==> src/rtl/counter_0to7_non_recycled.sv <==
// Three-bit up-counter that saturates at 7 and never wraps; only reset restarts it.
// The next-state logic is built from explicit toggle gates, and the flops have an asynchronous clear.
module counter_0to7_non_recycled (
  input  logic       clk,
  input  logic       reset,
  output logic [2:0] count
);

  logic [2:0] r_q;
  logic       w_sat;
  logic [2:0] w_t;
  logic [2:0] w_d;

  // A bit toggles when every lower bit is 1, unless the counter is already at 7.
  assign w_sat  = r_q[2] & r_q[1] & r_q[0];
  assign w_t[0] = ~w_sat;
  assign w_t[1] = r_q[0] & ~w_sat;
  assign w_t[2] = r_q[1] & r_q[0] & ~w_sat;
  assign w_d    = r_q ^ w_t;

  always_ff @(posedge clk or posedge reset) begin
    if (reset) begin
      r_q <= 3'd0;
    end else begin
      r_q <= w_d;
    end
  end

  assign count = r_q;

endmodule

==> config.mk <==
export PLATFORM = sky130hd
export DESIGN_NAME = counter_0to7_non_recycled
export DESIGN_NICKNAME = d
export VERILOG_FILES = /design/src/rtl/counter_0to7_non_recycled.sv
export SDC_FILE = /design/constraint.sdc
export NUM_CORES = 1
export LEC_CHECK = 0
export ABC_AREA = 0
export BUFFER_PORTS_ARGS = -buffer_cell sky130_fd_sc_hd__buf_2
export CAP_MARGIN = 40
export CORE_AREA = 5 5 42 44
export DETAILED_ROUTE_END_ITERATION = 12
export DIE_AREA = 0 0 47 49
export SYNTH_ARGS = -nofsm -noshare
export SYNTH_HDL_FRONTEND = slang
export SYNTH_SLANG_ARGS = --single-unit
==> constraint.sdc <==
create_clock -name clk -period 0.8 [get_ports clk]
set_input_delay 0.08 -clock clk [delete_from_list [all_inputs] [get_ports clk]]
set_output_delay 0.08 -clock clk [all_outputs]
set_load 0.005 [all_outputs]
==> results.toml <==
[clock_network]
cts_tree = "yes"
cts_sinks = 3
clk-insertion-delay-late_ns = 0.23
cts.clk_slew.worst_paths_ns = 0.04
root_buffer = "clkbuf_4"
cts_buffer_depth = 2
cts-htree-levels = 1
cts_made_buffers = 3

[timing]
whs_ns = 0.253
finClkSkew_ns = 0.00279
min_period_over_period = 1.06
slew_headroom = 0.917
rsz0062_at_grt = "true"
slew_viol_final = 0
setup_slack_ns = -0.0487
setup_violations = 4
period_needed_ns = 0.849
worst_pin_slew_ns = 0.125
max_freq_mhz = 1180
final-hold-violation-count = 0

[routing]
wirelength_um = 254
drt-pass1-iter-count = 1
antenna_left = 0
drc_errors = 0
avgRoutedWirePerCell_um = 7.06
vias = 103
drtIter0Drc = 0
avgViaCountPerCell = 2.86

[critical_path]
arrival_ns = 0.77
cp-end-kind = "output pin"
crit_required_ns = 0.72
critical_path_class = "flop to output pin"
crit_path_max_incr_delay_ns = 0.40
path_delay_family = "flip-flops"
crit_chain = "buf_2"
path_max_fanout = 4
critPathSlowestCell = "dfrtp_1"
path_buf_inv = 1
start_kind = "flop"

[die]
fp.dieW_um = 47
core_region_area_um2 = 1400
dieHeight_um = 49
die-area_um2 = 2300
initial_utilization = 0.0786
rows = 14
io_pins = 5

[pwr]
clockPowerShare = 0.619
p_sw_mw = 0.0793
intPower_mw = 0.345
pwr-share-seq = 0.360
vdd_drop_max_mv = 0.836
p_sw_frac = 0.187
leakagePower_nw = 0.0831
power-per-cell-area_nw_per_um2 = 2070
finalPower_mw = 0.424
power_frac_comb = 0.021

[placed_design]
dp.cells = 29
place_congestion = 0.580
detailed_place.area_um2 = 150
portBuffers = 4

[synthesis]
synth.area.top_cells = "dfrtp_1 (68%), a21o_2 (8.0%), nand2_1 (6.8%)"
synthMuxAreaShare = 0
async_flop_share = 1.00
synth-simple-area-share = 0.136
netlist_instances = 9
yosysUniqueCellTypes = 6
synth_warnings = 0
ys_ff_latch = 3
synth_edf_count = 0
synth_xor_xnor_area_share = 0
ys_seq_area_frac = 0.682
synth_nets = 11
synth_top_area_cell = "dfrtp_1"
syn-cell-area_um2 = 110
ys.flop_type = "dfrtp_1"
synth_common_cells = "dfrtp_1 (3), nand2_1 (2)"
synth_top_family_by_area = "compound AO/OA/AOI/OAI gates"
synthAdderAreaFrac = 0
synth-compound-area-share = 0.148
avgSynthCellArea_um2 = 12.2
synthMostInstantiatedCell = "dfrtp_1"
synth_top_area_frac = 0.682

[hold_path]
hold_path_class = "input pin to async pin"

[grt]
grt_max_degree = 5
grt-ovfl-total = 0
grt_pass1_vias = 105
antenna_found_initial = 0
grtUsageTotal = 0.0324
grt_pass1_wl_um = 407

[run]
max_cap_violations = 0

[status]
status = "finished, violations left"
violations = "negative setup slack"

[finish]
fin_area_um2 = 205
syn2layout_area_growth_pct = 86.4
largest_reg_flops = 3
fin_cells = 36
fin_nets = 23
fillers = 175
layout-drive-gt1-share = 0.500
multi_input_area_um2 = 31.3
diodes = 0
regArea_um2 = 75.1
-- logic make-up after synthesis --
family | Yosys count
and+or+nand+nor | 3
DFF | 3
AOI/OAI and AO/OA | 2
buffers and inverters | 1
-- layout by cell type (no fill, tap or decap), drive strengths merged --
| cell | count |
|---|---|
| a21o | 1 |
| buf | 6 |
| clkbuf | 4 |
| dfrtp | 3 |
| dlygate4sd3 | 1 |
| inv | 1 |
| nand2 | 2 |
| nand3b | 1 |
| o21a | 1 |
-- area by class of cell --
type,count,area share
Clock buffer,4,0.128
Inverter,1,0.0183
Multi-Input combinational cell,5,0.152
Sequential cell,3,0.366
Tap cell,16,0.0976
Timing Repair Buffer,7,0.238
-- layer usage --
layer,global-route usage,wire length [µm],vias to the layer above
li1,-,-,50
met5,0,0,-
met2,0.0339,123,4
met3,0.0111,12,4
met1,0.0221,85,45
met4,0.0829,31,0
-- what timing repair did --
action                                  4_1_cts  5_1_grt
hold buffers                                  1        0
gates cloned                                  0        0
hold endpoints to repair                      3        0
setup buffers                                 2        0
endpoints found under the setup margin        3        5
resized for setup                             0        1
-- through the flow --
step,setup TNS (ns),util,worst slack [ns]
after detailed placement,0,0.107,0.0234
after floorplan,0,-,0.0463
final,-0.108,0.146,-0.0487
after CTS,-0.132,0.144,-0.0581
after global routing,-0.258,0.146,-0.0750
after global placement,0,0.107,0.0414
-- power by group through the flow --
| stage | combinational, mW | sequential (mW) | clock [mW] |
|---|---|---|---|
| floorplan | 0.00264 | 0.155 | 0 |
| global placement | 0.00542 | 0.155 | 0 |
| detailed placement | 0.00549 | 0.155 | 0 |
| CTS | 0.00918 | 0.153 | 0.277 |
| global route | 0.0108 | 0.152 | 0.300 |
| finish | 0.00887 | 0.153 | 0.262 |
-- path summary, 6_finish.rpt --
kind | start | end | slack (ns) | depth (start not counted)
min in group clk | count[0] | count[2] | 0.51 | 1
max in group asynchronous | reset | count[1] | 0.42 | 3
worst min register to register | count[0] | count[2] | 0.51 | 1
worst max-delay path | count[2] | count[2] | -0.05 | 1
worst max register to register | count[0] | count[1] | 0 | 2
worst min-delay path | reset | count[2] | 0.25 | 3
(Power assumes the default switching activity.)
